File: config.mk
export PLATFORM = sky130hd
export DESIGN_NAME = flipflop_t_counter_updown
export DESIGN_NICKNAME = d
export VERILOG_FILES = /design/src/rtl/flipflop_t_counter_updown.sv
export SDC_FILE = /design/constraint.sdc
export NUM_CORES = 1
export LEC_CHECK = 0
export BUFFER_PORTS_ARGS = -buffer_cell sky130_fd_sc_hd__buf_2
export CORE_UTILIZATION = 40
export DETAILED_ROUTE_END_ITERATION = 7
export PLACE_DENSITY = 0.67
export SYNTH_ARGS = -nofsm -noshare
export SYNTH_HDL_FRONTEND = slang
export SYNTH_SLANG_ARGS = --single-unit
export TNS_END_PERCENT = 10
File: constraint.sdc
create_clock -name clk -period 1.38 [get_ports clk]
set_input_delay 0 -clock clk [delete_from_list [all_inputs] [get_ports clk]]
set_output_delay 0 -clock clk [all_outputs]
set_load 0.02 [all_outputs]
File: src/rtl/flipflop_t_counter_updown.sv
// Synchronous modulo-MODULO up/down counter built from T-type state cells.
// Per-bit toggle enables come from the current count; q_inverse is its own toggling register.
module flipflop_t_counter_updown #(
  parameter int unsigned WIDTH  = 4,
  parameter int unsigned MODULO = 10
) (
  input  logic             clk,
  input  logic             rst,
  input  logic             en,
  input  logic             up,
  input  logic             load,
  input  logic [WIDTH-1:0] load_value,
  output logic [WIDTH-1:0] q,
  output logic [WIDTH-1:0] q_inverse,
  output logic             wrap,
  output logic             load_err
);

  localparam int unsigned EXT_W = WIDTH + 1;
  localparam logic [WIDTH-1:0] MAX_VAL = WIDTH'(MODULO - 1);
  localparam logic [EXT_W-1:0] MOD_EXT = EXT_W'(MODULO);

  logic [WIDTH-1:0] t_up_c;
  logic [WIDTH-1:0] t_dn_c;
  logic [WIDTH-1:0] t_c;
  logic             wrap_c;
  logic             load_ok_c;
  logic             at_max_c;
  logic             at_zero_c;

  // Classic T-counter enables: a bit toggles when all lower bits are 1 (up) or 0 (down).
  always_comb begin
    logic carry_up;
    logic carry_dn;
    t_up_c   = '0;
    t_dn_c   = '0;
    carry_up = 1'b1;
    carry_dn = 1'b1;
    for (int i = 0; i < int'(WIDTH); i++) begin
      t_up_c[i] = carry_up;
      t_dn_c[i] = carry_dn;
      carry_up  = carry_up & q[i];
      carry_dn  = carry_dn & ~q[i];
    end
  end

  // Modulo override: at the range ends the toggle vector jumps straight to the wrap target.
  always_comb begin
    at_max_c  = (q == MAX_VAL);
    at_zero_c = (q == '0);
    t_c       = up ? t_up_c : t_dn_c;
    wrap_c    = 1'b0;
    if (up && at_max_c) begin
      t_c    = q;
      wrap_c = 1'b1;
    end else if (!up && at_zero_c) begin
      t_c    = MAX_VAL;
      wrap_c = 1'b1;
    end
  end

  assign load_ok_c = ({1'b0, load_value} < MOD_EXT);

  // Priority per edge: rst > load > en > hold.
  always_ff @(posedge clk) begin
    if (rst) begin
      q         <= '0;
      q_inverse <= '1;
      wrap      <= 1'b0;
      load_err  <= 1'b0;
    end else if (load) begin
      wrap <= 1'b0;
      if (load_ok_c) begin
        q         <= load_value;
        q_inverse <= ~load_value;
        load_err  <= 1'b0;
      end else begin
        load_err <= 1'b1;
      end
    end else if (en) begin
      q         <= q ^ t_c;
      q_inverse <= q_inverse ^ t_c;
      wrap      <= wrap_c;
      load_err  <= 1'b0;
    end else begin
      wrap     <= 1'b0;
      load_err <= 1'b0;
    end
  end

endmodule

# [After elaboration in Yosys (flattened, before gate mapping)]
# Cells that the tools add are included.
[word_totals] inputBits=9 regBits=10 output_inout_bits=10 wordCells=39
[op_classes] bitwise_logic=12 n_reduce_logical=8 eq_ne=2 mux=12 magnitude_cmp=1
[op_table] operator="$mux 4" count=9
[op_table] operator="$xor 4x4->4" count=2
[op_table] operator="$not 1->1" count=5
[op_table] operator="$and 1x1->1" count=4
[op_table] operator="$eq 4x4->1 const B" count=1
[op_table] operator="$logic_not 4->1" count=1
[op_table] operator="$lt 4x4->1 const B" count=1
[op_table] operator="$not 4->4" count=1
[op_table] operator="$mux 1" count=3
[op_table] operator="$reduce_or 3->1" count=1
[op_table] operator="$logic_and 1x1->1" count=2
[op_table] operator="$ne 2x1->1 const B" count=1
[op_table] operator="$reduce_and 2->1" count=1
[op_table] operator="$reduce_bool 2->1" count=1
[op_table] operator="$reduce_or 2->1" count=1
[op_table] operator="$logic_not 1->1" count=1

# [Logic depth before layout (Yosys ltp)]
[logic_depth] word_depth=9 depth_mapped=5 depth_no_buf=4

# [Least setup slack after synthesis]
# OpenSTA, ideal clock, no wires.
[synth_path] path_kind="register -> register" from="reg q[0]" to="reg q_inverse[2]" n_path_buf=0 setup_time_ps=120 slack_ps=-47 path_stages_with_launch=5 period_less_slack_ps=1427 arrival_ps=1307 t_required_ps=1260 cell_sequence="dfxtp_1 or2_4 o31ai_4 nand3_1 o31a_1"
[synth_via] elab_chain_cells=8 elab_cells_between_ends=13 cone_classes="1 x eq/ne; 5 x mux; 4 x bitwise; 3 x reduce/logical"
[synth_rtl] item="from (decl)" line_no="13" rtl="output logic [WIDTH-1:0] q,"
[synth_rtl] item="from (signal assigned)" line_no="74" rtl="q <= load_value;"
[synth_rtl] item="from (signal assigned)" line_no="81" rtl="q <= q ^ t_c;"
[synth_rtl] item="$not 1->1" line_no="43" rtl="carry_dn = carry_dn & ~q[i];"
[synth_rtl] item="$and 1x1->1" line_no="43"
[synth_rtl] item="$mux 4" line_no="51" rtl="t_c = up ? t_up_c : t_dn_c;"
[synth_rtl] item="$mux 4" line_no="56" rtl="end else if (!up && at_zero_c) begin"
[synth_rtl] item="$mux 4 (*)" line_no="53" rtl="if (up && at_max_c) begin"
[synth_rtl] item="$xor 4x4->4 (*)" line_no="82" rtl="q_inverse <= q_inverse ^ t_c;"
[synth_rtl] item="$mux 4 (*)" line_no="80" rtl="end else if (en) begin"
[synth_rtl] item="$mux 4 (*)" line_no="71" rtl="end else if (load) begin"
[synth_rtl] item="to (signal assigned)" line_no="75" rtl="q_inverse <= ~load_value;"
[synth_rtl] item="to (signal assigned)" line_no="82"
[synth_rtl] item="to (decl)" line_no="14" rtl="output logic [WIDTH-1:0] q_inverse,"
# Mark *: on every way between the ends. The rest lies on a longest branch, timed or not. The select of a mux whose other input is x is not followed.
# A chain may end at the register's enable or synchronous reset.

# [Final worst setup path]
# Same ends and word-level chain as after synthesis.

==> metrics.md <==
| Metric | Value |
|---|---|
| Num CTS Buffers | `3` |
| Share of the synthesized area in the top cell type | `between 30 and 40%` |
| Top-count cell post-synth | `dfxtp_1` |
| Post-Syn Instances | `78` |
| DRT Pass-1 Iters | `4` |
| Layout cells sized above 1 | `between 30% and 40%` |
| Commonest cells in the netlist | `10 x dfxtp_1, 8 x nand2_1, 5 x a21oi_1, 5 x nor2_1` |
| Post-synthesis mux area share | `1.53%` |
| TritonCTS clock tree | `yes` |
| Distinct cells, synth | `37` |
| Layout area overhead | `27.2%` |
| Hold Path Depth | `2` |
| Max incr delay on CP | `~0.37 ns` |
| R2R Path End | `q_inverse[2]` |
| Initial antenna violation count | `0` |
| Skew final | `0.00626 ns` |
| Routed length per instance | `13.7 um` |
| First-pass GRT wire length | `~2.6 mm` |
| Hold bufs inserted after CTS | `0` |
| Final GP Congestion | `approximately 0.75` |
| Leading area contributor after synthesis | `dfxtp_1` |
| Min-delay src | `rst` |
| Sequential-to-total area share from yosys stat | `30.7%` |
| F_max | `0.720 GHz` |
| Synth Warn # | `0` |
| Normalized max-slew margin | `between 70% and 80%` |
| Main flop type after synthesis | `dfxtp_1` |
| Post-CTS setup buffer count | `0` |
| Iteration-0 DRC Markers | `3` |
| Clk root buf | `clkbuf_4` |
| Initial core utilization | `a little over two fifths` |
| Total number of vias | `659` |
| P per Cell Area | `about 1000 nW/um^2` |
| Fin. Hold Viols | `0` |
| CTS HTree Levels | `1` |
| Worst slew pin tran | `0.354 ns` |
| Pin count of the biggest net entering global routing | `15` |
| Hold slack | `0.0482 ns` |
| Reg2Reg Depth | `4` |
| Crit-path slowest cell | `dfxtp_4` |
| Crit-path cells | `or2_4 > o31ai_4 > nand3_2 > o31a_1` |
| HPWL after DPL | `approximately 1.2 mm` |
| Clk buf depth | `2` |
| Synth Area in Compound Gates | `between 30% and 40%` |
| Post-Syn Area | `between 600 and 700 um^2` |
| Synth async-reset ratio | `0%` |
| Hold endpoint | `load_err` |
| Post-Synth Simple-Gate Area | `26.8%` |
| Post-Synth Adder-Cell Area | `0%` |
| Reg2reg start | `q[0]` |
| Worst setup EP type | `flop` |
| Antenna Cells | `0` |
| Kind of critical path | `flop to flop` |
| Synthesized Nets | `87` |
| Syn Area/Cell | `8.37 um^2` |
| Core ar. | `about 1500 um^2` |
| Final Instance Count excl. Fillers | `about 120` |
| Seq cells post-synth | `10` |
| Placed cells | `about 110` |
| Fin crit share | `101%` |
| Post-route cell area | `about 830 um^2` |
| FF-to-FF setup slack | `-0.009 ns` |
| Vias per cell | `~5.6` |
| Maxcap violations | `0` |
| Total congestion overflow | `0` |
| Clock latency on the worst-skew pair | `around 0.27 ns` |
| Nets | `about 110` |
| Setup-failing EPs final | `1` |
| RSZ-0062 raised after global routing | `true` |
| Run status | `finished with violations` |
| Worst EP arrival | `around 1.6 ns` |
| Vias in the first global route | `around 620` |
| Worst hold path class | `input port to flop` |
| # port buffers | `18` |
| Post-synth EDFFs | `0` |
| Failing checks | `negative setup slack` |
| Element type at the critical path start | `flop` |
| Max FO, Critical Path | `6` |
| Post-DRT Antenna Nets | `0` |
| DIE WIDTH | `around 42 um` |
| Max IR drop VDD | `roughly 0.86 mV` |
| Post-route setup slack | `-0.00927 ns` |
| # DRC | `0` |
| Slew Viols, Final | `0` |
| WL final | `~1.6 mm` |
| Synth Area in XOR/XNOR | `1.34%` |
| Overall routing resource usage | `between 10% and 20%` |
| Row count | `14` |
| Area contributors post-synth | `dfxtp_1 31%, nand2_1 4.6%, a21oi_1 3.8%` |
| Static Leak | `about 0.35 nW` |
| Placed cell areas | `a little under 800 um^2` |
| Die ar. | `1800 um^2` |
| Tmin final | `between 1 and 1.5 ns` |
| Main combinational cell family by area after synthesis | `compound AO/OA/AOI/OAI gates` |
| CTS clk-pin slew, worst paths | `about 0.070 ns` |
| Clock sinks | `10` |
| Die Y | `~42 um` |
| IO Pins | `19` |
| Critical Path RT | `about 1.5 ns` |
## state kept, by name (all words and copies together) (netlist names)
| signal | cells |
|---|---|
| q | 4 |
| wrap | 1 |
| load_err | 1 |
| q_inverse | 4 |
## metrics by stage
stage               power [mW]  setup slack (ns)  utilization (%)  TNS (ns)
global placement         0.590            0.0439             51.4         0
floorplan                0.519           0.00315                -         0
global route             0.907           -0.0465             54.5   -0.0538
finish                   0.861          -0.00927             54.5  -0.00927
detailed placement       0.596           0.00790             51.4         0
CTS                      0.863            0.0164             54.2         0
## cells in the final DEF, fill, tap and decap left out, types with 2 or more instances in the layout
cell / n
a211oi_1: 3
a21oi_1: 5
a311o_1: 2
a31oi_1: 3
buf_2: 18
buf_4: 6
clkbuf_4: 3
dfxtp_1: 6
dfxtp_2: 3
inv_1: 4
nand2_1: 8
nand2b_1: 3
nor2_1: 5
nor3_1: 2
o211ai_1: 2
o21ai_0: 2
o31ai_1: 2
## area by class of cell
type,instances,area (um^2)
Fill cell,149,693
Multi-Input combinational cell,59,417
Sequential cell,10,208
Timing Repair Buffer,24,135
Clock buffer,4,36.3
Tap cell,16,20.0
Inverter,4,15.0
## how the worst max path moves through the flow
stage / from / end / slack [ns] / depth (start not counted)
final: q[0] / q_inverse[2] / -0.009 / 4
after global placement: q[1] / q[1] / 0.04 / 4
after floorplan: q[1] / q[3] / 0.003 / 5
after detailed placement: q[0] / q_inverse[2] / 0.008 / 4
after CTS: q[0] / q_inverse[2] / 0.02 / 4
after global routing: q[0] / q_inverse[2] / -0.05 / 4
## logic make-up (layout without fill, tap and decap cells)
group | Yosys count | after routing
AND/OR/NAND/NOR | 29 | 29
multiplexers | 1 | 1
AO/OA/AOI/OAI | 28 | 28
flip-flops | 10 | 10
XOR/XNOR | 1 | 1
buffers and inverters | 9 | 32
## report_power, final
part / internal, mW / leakage (nW) / switching (mW)
Sequential: 0.315 / 0.0841 / 0.0349
Clock: 0.160 / 0.0210 / 0.106
Combinational: 0.107 / 0.246 / 0.138
## routing by layer
| layer | up-vias | part of all wire, % | track usage [%] |
|---|---|---|---|
| met4 | 0 | 1.7 | 5.63 |
| met5 | - | 0 | 0 |
| met1 | 301 | 44 | 20.9 |
| li1 | 339 | - | - |
| met3 | 4 | 3.1 | 7.76 |
| met2 | 15 | 52 | 34.8 |
## critical path, delay by kind of cell (launching register included)
kind | cells | cell delay, ns
compound gates | 2 | 0.54
flops | 1 | 0.37
simple gates | 2 | 0.37
## what timing repair did
action                                  CTS  global route
gates cloned                              0             0
resized for setup                         2             3
endpoints found under the setup margin    2             5
pin swaps                                 0             3
(Power assumes the default switching activity.)
